File: src/rtl/fetch_ctrl_pkg.sv
// Shared definitions for the instruction-fetch controller.
//   fetch_state_t : FSM state encoding (2 bits)
//   XLEN          : datapath / address width
//   NOP_INST      : canonical NOP encoding (addi x0, x0, 0)
package fetch_pkg;

    localparam int XLEN = 32;

    localparam logic [XLEN-1:0] NOP_INST = 32'h0000_0013;

    typedef enum logic [1:0] {
        S_BOOT = 2'd0,
        S_REQ  = 2'd1,
        S_WAIT = 2'd2,
        S_HOLD = 2'd3
    } fetch_state_t;

endpackage

File: src/rtl/fetch_ctrl_sat_counter.sv
// Saturating up-counter used as the fetch memory-timeout timer.
//   i_clk  : clock
//   i_rst  : synchronous active-high reset (count -> 0)
//   i_inc  : count one cycle
//   i_clr  : clear count (wins over i_inc)
//   o_max  : count has reached MAX (stays there until cleared)
module sat_counter #(
    parameter int          WIDTH = 16,
    parameter int unsigned MAX   = 255
) (
    input  logic i_clk,
    input  logic i_rst,
    input  logic i_inc,
    input  logic i_clr,
    output logic o_max
);

    localparam logic [WIDTH-1:0] L_MAX = WIDTH'(MAX);

    logic [WIDTH-1:0] r_count;

    always_ff @(posedge i_clk) begin
        if (i_rst || i_clr) begin
            r_count <= '0;
        end else if (i_inc && (r_count != L_MAX)) begin
            r_count <= r_count + WIDTH'(1);
        end
    end

    assign o_max = (r_count == L_MAX);

endmodule

File: src/rtl/fetch_ctrl.sv
// Instruction-fetch sequencer. Owns the PC register's enable / next-PC,
// keeps a single request outstanding to a variable-latency instruction
// memory, and hands fetched words to IF/ID with a valid/stall handshake.
// Redirects (branch/jump/flush) win over every other event.
//
// Ports:
//   i_clk, i_rst           : clock, synchronous active-high reset
//   i_pc, i_inc_pc         : current PC and PC+4 from the PC register
//   i_redirect(_pc)        : redirect request and its target
//   i_stall                : decode cannot take the held instruction
//   o_if_en, o_next_pc     : PC register update enable and value
//   o_imem_req/_addr       : memory request and address
//   i_imem_gnt             : request accepted
//   i_imem_rvalid/_rdata   : memory response
//   o_inst_valid/_inst/_pc : instruction presented to IF/ID
//   o_timeout              : sticky memory-timeout flag
//
// state  | meaning
// S_BOOT | first cycle after reset, nothing issued
// S_REQ  | presenting request for i_pc, waiting for grant
// S_WAIT | request granted, waiting for response (drop = discard it)
// S_HOLD | instruction valid to decode, waiting to be consumed
module fetch_ctrl
    import fetch_pkg::*;
#(
    parameter int unsigned     TIMEOUT_CYCLES = 255,
    parameter logic [XLEN-1:0] RESET_VECTOR   = 32'h0000_0000
) (
    input  logic            i_clk,
    input  logic            i_rst,
    input  logic [XLEN-1:0] i_pc,
    input  logic [XLEN-1:0] i_inc_pc,
    input  logic            i_redirect,
    input  logic [XLEN-1:0] i_redirect_pc,
    input  logic            i_stall,
    output logic            o_if_en,
    output logic [XLEN-1:0] o_next_pc,
    output logic            o_imem_req,
    output logic [XLEN-1:0] o_imem_addr,
    input  logic            i_imem_gnt,
    input  logic            i_imem_rvalid,
    input  logic [XLEN-1:0] i_imem_rdata,
    output logic            o_inst_valid,
    output logic [XLEN-1:0] o_inst,
    output logic [XLEN-1:0] o_inst_pc,
    output logic            o_timeout
);

    fetch_state_t    r_state;
    logic            r_drop;
    logic            r_inst_valid;
    logic [XLEN-1:0] r_inst;
    logic [XLEN-1:0] r_inst_pc;
    logic            r_timeout;

    logic w_in_req;
    logic w_in_wait;
    logic w_in_hold;
    logic w_deliver;
    logic w_cnt_max;

    assign w_in_req  = (r_state == S_REQ);
    assign w_in_wait = (r_state == S_WAIT);
    assign w_in_hold = (r_state == S_HOLD);

    // Response accepted into IF/ID; this is also the only way into S_HOLD.
    assign w_deliver = w_in_wait & i_imem_rvalid & ~r_drop & ~i_redirect;

    assign o_next_pc   = i_redirect ? i_redirect_pc : i_inc_pc;
    assign o_if_en     = i_redirect | (w_in_hold & ~i_stall);
    // Request is withdrawn during a redirect so no grant can land on a stale PC.
    assign o_imem_req  = w_in_req & ~i_redirect;
    assign o_imem_addr = w_in_req ? i_pc : '0;

    assign o_inst_valid = r_inst_valid;
    assign o_inst       = r_inst;
    assign o_inst_pc    = r_inst_pc;
    assign o_timeout    = r_timeout;

    // Entry into S_BOOT only happens through reset, which also clears the counter.
    sat_counter #(
        .WIDTH (16),
        .MAX   (TIMEOUT_CYCLES)
    ) u_timeout_cnt (
        .i_clk (i_clk),
        .i_rst (i_rst),
        .i_inc (w_in_req | w_in_wait),
        .i_clr (w_deliver),
        .o_max (w_cnt_max)
    );

    always_ff @(posedge i_clk) begin
        if (i_rst) begin
            r_state      <= S_BOOT;
            r_drop       <= 1'b0;
            r_inst_valid <= 1'b0;
            r_inst       <= '0;
            r_inst_pc    <= '0;
            r_timeout    <= 1'b0;
        end else begin
            if (w_cnt_max) begin
                r_timeout <= 1'b1;
            end

            case (r_state)
                S_BOOT: begin
                    r_state <= S_REQ;
                end

                S_REQ: begin
                    if (!i_redirect && i_imem_gnt) begin
                        r_state <= S_WAIT;
                    end
                end

                S_WAIT: begin
                    if (i_imem_rvalid) begin
                        if (w_deliver) begin
                            r_inst       <= i_imem_rdata;
                            r_inst_pc    <= i_pc;
                            r_inst_valid <= 1'b1;
                            r_state      <= S_HOLD;
                        end else begin
                            r_drop  <= 1'b0;
                            r_state <= S_REQ;
                        end
                    end else if (i_redirect) begin
                        // The in-flight response belongs to the old stream.
                        r_drop <= 1'b1;
                    end
                end

                S_HOLD: begin
                    if (i_redirect || !i_stall) begin
                        r_inst_valid <= 1'b0;
                        r_state      <= S_REQ;
                    end
                end

                default: begin
                    r_state <= S_BOOT;
                end
            endcase
        end
    end

    // Once a response has been delivered nothing is outstanding, so a
    // response seen in S_HOLD has no matching grant.
    always @(posedge i_clk) begin
        if (!i_rst) begin
            if (w_in_hold) begin
                assert (!i_imem_rvalid)
                    else $error("fetch_ctrl: rvalid with no outstanding grant");
            end
            if (r_state == S_BOOT) begin
                assert (i_pc == RESET_VECTOR)
                    else $error("fetch_ctrl: PC not at reset vector after reset");
            end
        end
    end

endmodule
File: config.mk
export PLATFORM = sky130hd
export DESIGN_NAME = fetch_ctrl
export DESIGN_NICKNAME = d
export VERILOG_FILES = /design/src/rtl/fetch_ctrl_pkg.sv /design/src/rtl/fetch_ctrl_sat_counter.sv /design/src/rtl/fetch_ctrl.sv
export SDC_FILE = /design/constraint.sdc
export NUM_CORES = 1
export LEC_CHECK = 0
export BUFFER_PORTS_ARGS = -buffer_cell sky130_fd_sc_hd__buf_4
export CAP_MARGIN = 20
export CORE_ASPECT_RATIO = 0.5
export CORE_UTILIZATION = 38
export CTS_CLUSTER_SIZE = 24
export DETAILED_ROUTE_END_ITERATION = 7
export GPL_TIMING_DRIVEN = 0
export PLACE_DENSITY = 0.77
export SLEW_MARGIN = 20
export SYNTH_ARGS = -nofsm -noshare
export SYNTH_HDL_FRONTEND = slang
export SYNTH_SLANG_ARGS = --single-unit
File: constraint.sdc
create_clock -name i_clk -period 2.1 [get_ports i_clk]
set_clock_uncertainty 0.1 [all_clocks]
set_input_delay 0.105 -clock i_clk [delete_from_list [all_inputs] [get_ports i_clk]]
set_output_delay 0.105 -clock i_clk [all_outputs]
set_load 0.01 [all_outputs]
# Word-level counts from Yosys, hierarchy flattened
# Index checks and enable logic that the tools add are counted.
[word_totals] reg_bits=85 latch_bits=0 ram_bits=0 rom_bits=0 n_memories=0
[classes] addsub=1 n_mul=0 div_mod_pow=0 magnitude_cmp=0 n_eq_ne=10 n_shift=0 mux=14 bitwise=10 n_reduce_logical=13
[op_table] op="$mux 32" count=2
[op_table] op="$add 16x1->16 const B" count=1
[op_table] op="$eq 16x8->1 const B" count=1
[op_table] op="$ne 16x8->1 const B" count=1
[op_table] op="$reduce_and 3->1" count=3
[op_table] op="$mux 2" count=4
[op_table] op="$pmux 2 s4" count=1
[op_table] op="$mux 1" count=6
[op_table] op="$ne 2x1->1 const B" count=3
[op_table] op="$and 1x1->1" count=5
[op_table] op="$eq 2x2->1 const B" count=2
[op_table] op="$ne 2x2->1 const B" count=2
[op_table] op="$reduce_and 4->1" count=1
[op_table] op="$reduce_bool 2->1" count=2
[op_table] op="$not 1->1" count=3
[op_table] op="$eq 2x1->1 const B" count=1
[op_table] op="$logic_and 1x1->1" count=2
[op_table] op="$logic_not 1->1" count=2
[op_table] op="$logic_not 2->1" count=1
[op_table] op="$logic_or 1x1->1" count=2
[op_table] op="$or 1x1->1" count=2
[op_table] op="$pmux 1 s2" count=1

# Logic depth before layout (Yosys ltp)
# Gate-level depths: netlist of the first run.
[depth] ltp_word=7 ltp_mapped=7

# Hierarchy
# Synthesis of the first run repeated with hierarchy kept, for this count alone.
[hier_totals] hier_cells=476 hier_area_um2=3883.7
[modules_own_cells] mod="fetch_ctrl" instances=1 cells_each=385 area_per_inst_um2=3083.0
[modules_own_cells] mod="sat_counter" instances=1 cells_each=91 area_per_inst_um2=800.8

# Least setup slack after synthesis of the first run
# No wires, ideal clock.
[synth_timing] kind="reg2reg" from="reg r_state[0]" to="reg u_timeout_cnt.r_count[14]" setup_time_ns=0.072 arrival_time_ns=1.816 slack_ns=0.112 path_stages_with_launch=7 path_buffers=0 synth_period_minus_slack_ns=1.988 path_cell_list="dfxtp_1 inv_1 ha_1 nand4b_1 a211o_1 or4_1 a21oi_1"
[synth_between] elab_chain_len=5 word_cells_on_any_way=8 classes_between="eq/ne: 2; bitwise: 4; reduce/logical: 2"
[synth_lines] item="start, declared" line="fetch_ctrl.sv:49" rtl="fetch_state_t r_state;"
[synth_lines] item="start signal, assigned" line="fetch_ctrl.sv:94" rtl="r_state <= S_BOOT;"
[synth_lines] item="start signal, assigned" line="fetch_ctrl.sv:107" rtl="r_state <= S_REQ;"
[synth_lines] item="start signal, assigned" line="fetch_ctrl.sv:112" rtl="r_state <= S_WAIT;"
[synth_lines] item="$eq 2x2->1" line="fetch_ctrl.sv:63" rtl="assign w_in_wait = (r_state == S_WAIT);"
[synth_lines] item="$and 1x1->1 (3 in series)" line="fetch_ctrl.sv:67" rtl="assign w_deliver = w_in_wait & i_imem_rvalid & ~r_drop & ~i_redirect;"
[synth_lines] item="$logic_or 1x1->1" line="fetch_ctrl_sat_counter.sv:23" rtl="if (i_rst || i_clr) begin"
[synth_lines] item="end signal, assigned" line="fetch_ctrl_sat_counter.sv:26" rtl="r_count <= r_count + WIDTH'(1);"
[synth_lines] item="end, declared" line="fetch_ctrl_sat_counter.sv:20" rtl="logic [WIDTH-1:0] r_count;"
# Several ways; a longest one is shown, not always the timed one.
# A chain may end at the register's enable or synchronous reset.

# Final worst setup path of the first run
# Ends and elaborated chain as after synthesis.

==> results of run 1 <==
-- worst max-delay path: cells and delay by family (launching register included) --
| kind | cells | cell delay, ns |
|---|---|---|
| AND/OR/NAND/NOR | 2 | 0.75 |
| AO/OA/AOI/OAI | 2 | 0.47 |
| flip-flops | 1 | 0.36 |
| adder cells (fa/ha/maj) | 1 | 0.23 |
| buffers and inverters | 1 | 0.04 |
-- layout by cell type, fill, tap and decap left out, types with 3 or more instances in the layout --
cell type / instances
buf_4: 267
nand3_1: 5
clkbuf_1: 19
o21ai_0: 6
mux2_2: 32
ha_1: 3
buf_2: 3
a21oi_2: 4
nand2_1: 138
nor2_1: 8
nand2b_1: 3
dfxtp_1: 83
clkbuf_2: 7
a21oi_1: 70
nand4_1: 4
or4_2: 3
dlygate4sd3_1: 65
and2_1: 32
inv_1: 5
or4_4: 3
clkbuf_16: 9
-- logic make-up after synthesis --
logic type / after synthesis / share of synthesized area
buffers and inverters: 37 / 0.03746
XOR/XNOR: 3 / 0.006726
flip-flops: 85 / 0.4355
AO/OA/AOI/OAI: 98 / 0.1454
AND/OR/NAND/NOR: 216 / 0.2667
adder cells (fa/ha/maj): 5 / 0.01601
multiplexers: 32 / 0.09222
-- synthesized netlist by cell type, drive strengths merged (2+ instances only) --
cell,n,area share
nor2,8,0.0077
nand3b,2,0.0038
or3,4,0.0070
o211ai,2,0.0038
nor2b,2,0.0032
nor4,2,0.0032
a211oi,2,0.0038
a21o,2,0.0038
nand3,5,0.0064
o21ai,9,0.012
mux2,32,0.092
nand4,5,0.012
and2,32,0.051
xor2,2,0.0045
or4,8,0.018
a2111oi,2,0.0045
ha,5,0.016
nand2,138,0.13
nand2b,3,0.0048
o31ai,2,0.0038
clkbuf,26,0.025
dfxtp,85,0.44
a21oi,74,0.098
buf,5,0.0067
inv,6,0.0058
-- flip-flops by register name, summed over array words and instances (netlist names) --
signal,cells
o_inst,32
o_inst_pc,32
o_inst_valid,1
o_timeout,1
r_drop,1
r_state,2
u_timeout_cnt.r_count,16
-- per-stage QoR --
step | cells | setup TNS (ns)
floorplan | 476 | 0
global placement | 875 | -1.704
detailed placement | 875 | -3.032
CTS | 957 | 0
global route | 960 | -0.003402
finish | 960 | 0
-- power by group through the flow --
stage | sequential [µW] | clock, µW | combinational [µW]
floorplan | 1710 | 0 | 395
global placement | 1710 | 0 | 896
detailed placement | 1710 | 0 | 908
CTS | 1680 | 1650 | 1020
global route | 1680 | 1730 | 1130
finish | 1680 | 1630 | 1060
-- routing by layer --
metal	track usage	part of all wire
met4	0.1029	0.033
met5	0	0
met2	0.4904	0.50
met3	0.06273	0.045
met1	0.3285	0.42
-- area by class of cell --
type	count	area share
multi-input cells	354	0.2946
flip-flops and latches	85	0.2406
well taps	135	0.02381
clock inverters	5	0.008291
diodes	1	0.0003528
repair buffers	332	0.3743
clock buffers	11	0.03563
inverters	6	0.003175
plain buffers	31	0.01923
-- path summary, 6_finish.rpt --
path                                     to  slack (ns)  cells after the start
setup reg to reg  u_timeout_cnt.r_count[14]        0.07                      6
hold / removal                 o_inst_valid        0.19                      5
hold reg to reg               o_inst_pc[28]        0.35                      2
setup / recovery  u_timeout_cnt.r_count[14]        0.07                      6
-- what timing repair did --
action	4_1_cts	5_1_grt
pin swaps	0	5
endpoints found under the hold margin	65	0
gates resized for setup	8	17
buffers inserted	1	2
gates cloned	0	0
endpoints found under the setup margin	61	85
hold buffers	65	0
==> results.cfg, run 1 <==
[synthesis]
syn_area_um2 = 3907
synth-async-reset-ratio = 0
ys_seq_area_frac = 0.4355
syn_area_per_cell_um2 = 8.209
ys_ff_latch = 85
synth_nets = 615
ys.flop_type = dfxtp_1
ys_warn_count = 0
synthCells = 476
synth_edf_count = 0
yosys.cell_types.count = 46

[detailed_routing]
wl_per_cell_um = 15.61
drt-initial-drc-count = 245
firstDrtPassIters = 4
vias = 4717
viasPerCell = 4.914
drcViolationCount = 0
ant_nets = 0
wl_um = 14990

[timing]
worstMarginPinSlew_ns = 0.6846
hold_ws_ns = 0.1948
fin_ws_ns = 0.07251
fin_crit_ns = 2.027
fmax_mhz = 493.2
finalCritPeriodShare = 0.9655
grt_setup_unrepaired = true
drv_slew = 0
slew_headroom = 0.5436
hold_violations = 0
finalSetupViolations = 0

[cells_and_area]
drive_gt1_frac = 0.4235
seqCellArea_um2 = 1707
syn_to_final_growth_pct = 81.52
utilization = 0.7315
multi_input_area_um2 = 2090
fin_area_um2 = 7093
fillers = 739
final_nets = 958

[critical_path]
arrival_ns = 2.19
crit_path_start = r_state[0]
crit_slowest_cell = or4_1
start_kind = register
crit_type = reg -> reg
r2r_start = r_state[0]
end_kind = register
cp_cell_sequence = inv_2 -> ha_4 -> nand4b_1 -> a211o_1 -> or4_1 -> a21oi_2
slowest_delay_ns = 0.53
worstPathMaxFanout = 5
cp.required_ns = 2.26

[grt]
antenna_found_initial = 1
grtUsageTotal = 0.2744
grt_start_max_net_pins = 15
grt_pass1_vias = 4540
grt_pass1_wl_um = 23170
overflow = 0

[die]
die-area_um2 = 10720
rows = 25
io_pins = 266
dieHeight_um = 73.71
core_um2 = 9697
die_w_um = 145.4
start_util = 0.4030

[power_and_ir_drop]
p_total_uw = 4370
powerDensity_nw_per_um2 = 616.0
pwr-share-clk = 0.373
ir_drop_uv = 379.7
comb_power_share = 0.242
internal_power_uw = 3238
seqPwrFrac = 0.385
p_sw_frac = 0.2589
power_leakage_uw = 0.003086
power.switching_uw = 1131

[placed_design]
placed_cell_area_um2 = 6058
place_congestion = 0.8550
numPortBuffers = 264
place_hpwl_um = 10530
dp_slack_ns = -0.1172

[hold_path]
hold_class = in -> reg
holdCritStartpoint = i_stall

[clock_network]
worstSkewPairLatency_ns = 0.33
ctsLongestPathBuffers = 2
cts_tree = yes
cts-root-buf = clkbuf_16
clkSinkCount = 85
htreeDepth = 3
clk_pin_slew_worst_paths_ns = 0.06
cts_buffers = 9

[flow_run]
maxCapViolCount = 0

[status]
status = finished, final reports clean
Power figures use the tool's default switching activity.
==> run 2, diff against run 1 <==
--- a/config.mk
+++ b/config.mk
@@ -7,12 +7,14 @@
 export LEC_CHECK = 0
 export BUFFER_PORTS_ARGS = -buffer_cell sky130_fd_sc_hd__buf_4
 export CAP_MARGIN = 20
+export CELL_PAD_IN_SITES_DETAIL_PLACEMENT = 2
+export CELL_PAD_IN_SITES_GLOBAL_PLACEMENT = 2
 export CORE_ASPECT_RATIO = 0.5
-export CORE_UTILIZATION = 38
+export CORE_UTILIZATION = 21
 export CTS_CLUSTER_SIZE = 24
 export DETAILED_ROUTE_END_ITERATION = 7
 export GPL_TIMING_DRIVEN = 0
-export PLACE_DENSITY = 0.77
+export PLACE_DENSITY_LB_ADDON = 0.25
 export SLEW_MARGIN = 20
 export SYNTH_ARGS = -nofsm -noshare
 export SYNTH_HDL_FRONTEND = slang
==> constraint.sdc (replaced) <==
create_clock -name i_clk -period 2.2 [get_ports i_clk]
set_clock_uncertainty 0.1 [all_clocks]
set_input_delay 0.11 -clock i_clk [delete_from_list [all_inputs] [get_ports i_clk]]
set_output_delay 0.11 -clock i_clk [all_outputs]
set_load 0.01 [all_outputs]
==> run 2 against run 1 <==
  * Clock-buffer cell count shrank 2
  * Sequential power shrank 5%
  * Hold slack lost 0.029 ns
  * Largest power group is now clock
  * Sequential share of layout area shrank 0.31 points
  * Non-clock buffer count shrank 2
==> results.cfg, run 2 (synthesized netlist as in run 1, its figures left out) <==
[detailed_routing]
firstDrtPassIters = 4
drcViolationCount = 0
viasPerCell = 4.504
wl_per_cell_um = 17.41
ant_nets = 0
vias = 4752
drt-initial-drc-count = 105
wl_um = 18370

[cells_and_area]
utilization = 0.4033
drive_gt1_frac = 0.4141
fin_area_um2 = 7171
layout_commonest_cell = buf_4
fillers = 2003
antenna_cells = 0
mostFrequentLayoutCells = buf_4, nand2_1, dfxtp_1, a21oi_1, dlygate4sd3_1
final_nets = 956
syn_to_final_growth_pct = 83.51
final_cells = 1055

[timing]
hold_violations = 0
finalSetupViolations = 0
drv_slew = 0
fmax_mhz = 474.0
finalCritPeriodShare = 0.9590
grt_setup_unrepaired = false
hold_ws_ns = 0.1656
fin_crit_ns = 2.110
worstMarginPinSlew_ns = 0.6278
slew_headroom = 0.5815

[critical_path]
crit_type = reg -> reg
crit_slowest_cell = or4_1
worstPathMaxFanout = 5
start_kind = register
cp_cell_sequence = inv_1 -> ha_2 -> nand4b_1 -> a211o_1 -> or4_1 -> a21oi_1
end_kind = register
cp.required_ns = 2.36
arrival_ns = 2.27
path_delay_family = simple AND/OR/NAND/NOR gates
worst-path-buf-inv = 1
slowest_delay_ns = 0.48

[placed_design]
dp.cells = 974
placed_cell_area_um2 = 6182
place_hpwl_um = 13180
place_congestion = 0.7563
numPortBuffers = 264

[grt]
grtUsageTotal = 0.1912
antenna_found_initial = 0
grt_pass1_wl_um = 28600
grt_start_max_net_pins = 15
overflow = 0
grt_pass1_vias = 5335

[status]
status = finished, final reports clean

[clock_network]
ctsLongestPathBuffers = 2
worstSkewPairLatency_ns = 0.33
cts_tree = yes
htreeDepth = 3
clk_pin_slew_worst_paths_ns = 0.07
cts-root-buf = clkbuf_16
clkSinkCount = 85
cts_buffers = 9

[die]
rows = 34
dieHeight_um = 98.46
die_w_um = 194.9
core_um2 = 17780
io_pins = 266
start_util = 0.2197
die-area_um2 = 19190

[power_and_ir_drop]
powerDensity_nw_per_um2 = 594.3
power_leakage_uw = 0.003081
ir_drop_uv = 404.2

[hold_path]
hold_class = in -> reg

[flow_run]
maxCapViolCount = 0
[run 2: report_power, final]
| group | switching [µW] | leakage, µW | internal, µW | total, µW |
|---|---|---|---|---|
| combinational | 451 | 0.00224 | 560 | 1010 |
| sequential | 32.7 | 0.000685 | 1570 | 1600 |
| clock | 654 | 0.000156 | 992 | 1650 |
[run 2: layout make-up]
class / instances / area (µm²) / share of cell area
plain buffers: 31 / 135.1 / 0.01884
clock buffers: 9 / 225.2 / 0.03141
clock inverters: 6 / 87.58 / 0.01221
inverters: 6 / 22.52 / 0.003141
multi-input cells: 354 / 2064 / 0.2879
well taps: 234 / 292.8 / 0.04083
repair buffers: 330 / 2640 / 0.3682
flip-flops and latches: 85 / 1703 / 0.2375
[run 2: metrics by stage]
stage          worst slack [ns]  setup TNS [ns]  total power (µW)
2_1_floorplan            0.2125               0              2014
3_3_place_gp            -0.1388          -6.980              2519
3_5_place_dp            -0.2422          -8.486              2540
4_1_cts                 0.02421               0              4303
5_1_grt                0.005538               0              4453
6_report                0.09017               0              4262
[run 2: path summary, 6_finish.rpt]
check,start,to,slack [ns],cells past startpoint
max,r_state[0],u_timeout_cnt.r_count[14],0.09,6
max reg2reg,r_state[0],u_timeout_cnt.r_count[14],0.09,6
min,i_imem_gnt,r_state[0],0.17,5
min reg2reg,o_timeout,o_timeout,0.36,2
[run 2: worst register-to-register path: stages (launching register included)]
cell	delay [ns]
dfxtp_2	0.37
inv_1	0.06
ha_2	0.32
nand4b_1	0.25
a211o_1	0.32
or4_1	0.48
a21oi_1	0.15
[run 2: routing by layer]
layer,track usage,vias up,wire length [µm]
met5,0,-,0
met4,0.05270,0,363
met3,0.04209,26,739
met2,0.3835,126,10180
met1,0.2000,2307,7080
li1,-,2293,-
[run 2: what timing repair did]
action | 4_1_cts | 5_1_grt
hold endpoints to repair | 65 | 0
cloned | 0 | 0
hold buffers | 65 | 0
gates resized for setup | 7 | 8
buffers inserted | 0 | 1
endpoints found under the setup margin | 71 | 35
==> run 3, diff against run 2 <==
--- a/config.mk
+++ b/config.mk
@@ -5,14 +5,15 @@
 export SDC_FILE = /design/constraint.sdc
 export NUM_CORES = 1
 export LEC_CHECK = 0
-export BUFFER_PORTS_ARGS = -buffer_cell sky130_fd_sc_hd__buf_4
+export ABC_AREA = 1
 export CAP_MARGIN = 20
 export CELL_PAD_IN_SITES_DETAIL_PLACEMENT = 2
 export CELL_PAD_IN_SITES_GLOBAL_PLACEMENT = 2
 export CORE_ASPECT_RATIO = 0.5
-export CORE_UTILIZATION = 21
+export CORE_UTILIZATION = 30
 export CTS_CLUSTER_SIZE = 24
 export DETAILED_ROUTE_END_ITERATION = 7
+export DONT_BUFFER_PORTS = 1
 export GPL_TIMING_DRIVEN = 0
 export PLACE_DENSITY_LB_ADDON = 0.25
 export SLEW_MARGIN = 20
==> run 3 against run 2 <==
  * First-iteration DRC count increased by 26%
  * Power grew 14%
  * Global-route usage grew 4.1 points
  * Non-clock buffer count is 263 lower
  * Maximum frequency rose by 3.6%
  * Worst setup slack gained 0.074 ns
  * Flip-flop and latch count did not move
==> results.cfg, run 3 <==
[cells_and_area]
antenna_cells = 0
drive_gt1_frac = 0.06983
final_nets = 851
final_cells = 886
syn_to_final_growth_pct = 28.02
fillers = 1564
seqCellArea_um2 = 1702
multi_input_area_um2 = 2009
utilization = 0.4037
layout_commonest_cell = nand2_1
mostFrequentLayoutCells = nand2_1, nor2_1, dfxtp_1, dlygate4sd3_1, inv_1

[clock_network]
ctsLongestPathBuffers = 2
htreeDepth = 3
clkSinkCount = 85
clk_pin_slew_worst_paths_ns = 0.06
cts_setup_buffers = 0
cts-root-buf = clkbuf_16
cts_buffers = 9
worstSkewPairLatency_ns = 0.34
cts_tree = yes

[placed_design]
dp.cells = 807
place_congestion = 0.8409
dp_slack_ns = 0.1774
place_hpwl_um = 11200
numPortBuffers = 0

[critical_path]
worstPathMaxFanout = 10
arrival_ns = 1.83
cp_cell_sequence = ha_2 -> buf_1 -> nand2_1 -> inv_1
crit_slowest_cell = dfxtp_1
path_delay_family = buffers and inverters
cp.required_ns = 1.99
slowest_delay_ns = 0.41
start_kind = register
r2r_slack_ns = 0.23
worst-path-buf-inv = 2
crit_type = reg -> out
crit_path_start = r_state[0]
r2r_start = r_state[0]
end_kind = output pin

[timing]
tns_ns = 0
fin_ws_ns = 0.1643
worstMarginPinSlew_ns = 0.5005
grt_setup_unrepaired = false
fmax_mhz = 491.2
finalCritPeriodShare = 0.9253
fin_crit_ns = 2.036
hold_violations = 0
finalSetupViolations = 0
drv_slew = 0
slew_headroom = 0.6663

[detailed_routing]
vias = 4369
firstDrtPassIters = 5
ant_nets = 0
viasPerCell = 4.931
drt-initial-drc-count = 132
wl_per_cell_um = 18.44
wl_um = 16340
drcViolationCount = 0

[synthesis]
synthSimpleGateAreaFrac = 0.3452
ys_ff_latch = 85
yosysMostFrequentCell = nand2_1
synth.area.top_cells = dfxtp_1, nand2_1, nor2_1
yosys.cell_types.count = 26
syn_area_um2 = 4085
synth_compound_area_frac = 0.1179
ys.flop_type = dfxtp_1
synth_edf_count = 0
synthMuxAreaShare = 0
synth_nets = 776
syn_area_per_cell_um2 = 6.413
synth_top_family_by_area = simple AND/OR/NAND/NOR gates
post-synth-top-area-fraction = 0.4165
synth-async-reset-ratio = 0
synth_xor_area_frac = 0.01286
synth_adder_area_share = 0.01531
synth_commonest_cells = nand2_1, nor2_1, dfxtp_1, inv_1, o21ai_0
synth_largest_area_cell = dfxtp_1
ys_seq_area_frac = 0.4165
synthCells = 637
ys_warn_count = 0

[grt]
antenna_found_initial = 0
overflow = 0
grt_start_max_net_pins = 16
grt_pass1_wl_um = 25740
grt_pass1_vias = 4835
grtUsageTotal = 0.2319

[power_and_ir_drop]
powerDensity_nw_per_um2 = 926.8
ir_drop_uv = 352.8
power_leakage_uw = 0.002345
p_total_uw = 4847

[hold_path]
hold_class = in -> reg
holdCritStartpoint = i_stall

[die]
io_pins = 266
core_um2 = 12950
die-area_um2 = 14120
start_util = 0.3154
die_w_um = 167.0
dieHeight_um = 84.52
rows = 29

[flow_run]
maxCapViolCount = 0

[status]
status = finished, final reports clean
-- run 3: cell count changes after synthesis, sizes merged, moves of 32 or more --
cell,previous run,this run
mux2,32,0
and2,32,0
nor2,8,161
inv,6,59
nand2,138,183
a21oi,74,17
o21ai,9,68
-- run 3: path summary, 6_finish.rpt --
kind / end / depth (start not counted)
min: o_inst_valid / 3
max: o_imem_addr[10] / 4
min reg2reg: r_drop / 2
max reg2reg: o_inst[17] / 9
-- run 3: final cells by class --
class / count / share of cell area
multi-input combinational: 459 / 0.3842
tap: 170 / 0.04067
buffer: 32 / 0.02895
timing repair buffer: 66 / 0.1263
inverter: 59 / 0.04234
clock inverter: 6 / 0.009091
clock buffer: 9 / 0.04306
sequential: 85 / 0.3254
-- run 3: per-stage QoR --
| step | cell area, µm² | hold slack (ns) |
|---|---|---|
| 2_1_floorplan | 4085 | 0.07907 |
| 3_3_place_gp | 4298 | 0.08045 |
| 3_5_place_dp | 4298 | 0.08809 |
| 4_1_cts | 5228 | 0.007245 |
| 5_1_grt | 5230 | 0.04619 |
| 6_report | 5230 | 0.008725 |
-- run 3: worst reg2reg max path: stages, from the launching register on --
cell and delay [ns]:
dfxtp_1 0.41, inv_1 0.07, ha_1 0.23, nand2_1 0.07
inv_1 0.05, nand2_1 0.14, buf_4 0.26, clkbuf_2 0.28
o21ai_0 0.15, nor2_1 0.14
-- run 3: cells by family after synthesis --
kind of cell / count (synthesis)
AOI/OAI and AO/OA: 88
adders and majority gates: 5
DFF: 85
and+or+nand+nor: 360
buffers and inverters: 93
xor gates and xnor gates: 6
-- run 3: repair_timing --
item,CTS,global route
endpoints found under the setup margin,10,33
hold buffers,66,0
endpoints found under the hold margin,67,0
gates resized for setup,0,8
-- run 3: layer usage --
| metal | vias to the layer above | track usage | part of all wire |
|---|---|---|---|
| met1 | 2117 | 0.2627 | 0.40 |
| met3 | 19 | 0.07638 | 0.067 |
| met5 | - | 0 | 0 |
| met2 | 136 | 0.4249 | 0.52 |
| li1 | 2097 | - | - |
| met4 | 0 | 0.05135 | 0.013 |
-- run 3: power breakdown --
part           internal (µW)  switching (µW)
combinational            457            1020
clock                    768             688
sequential              1710             206
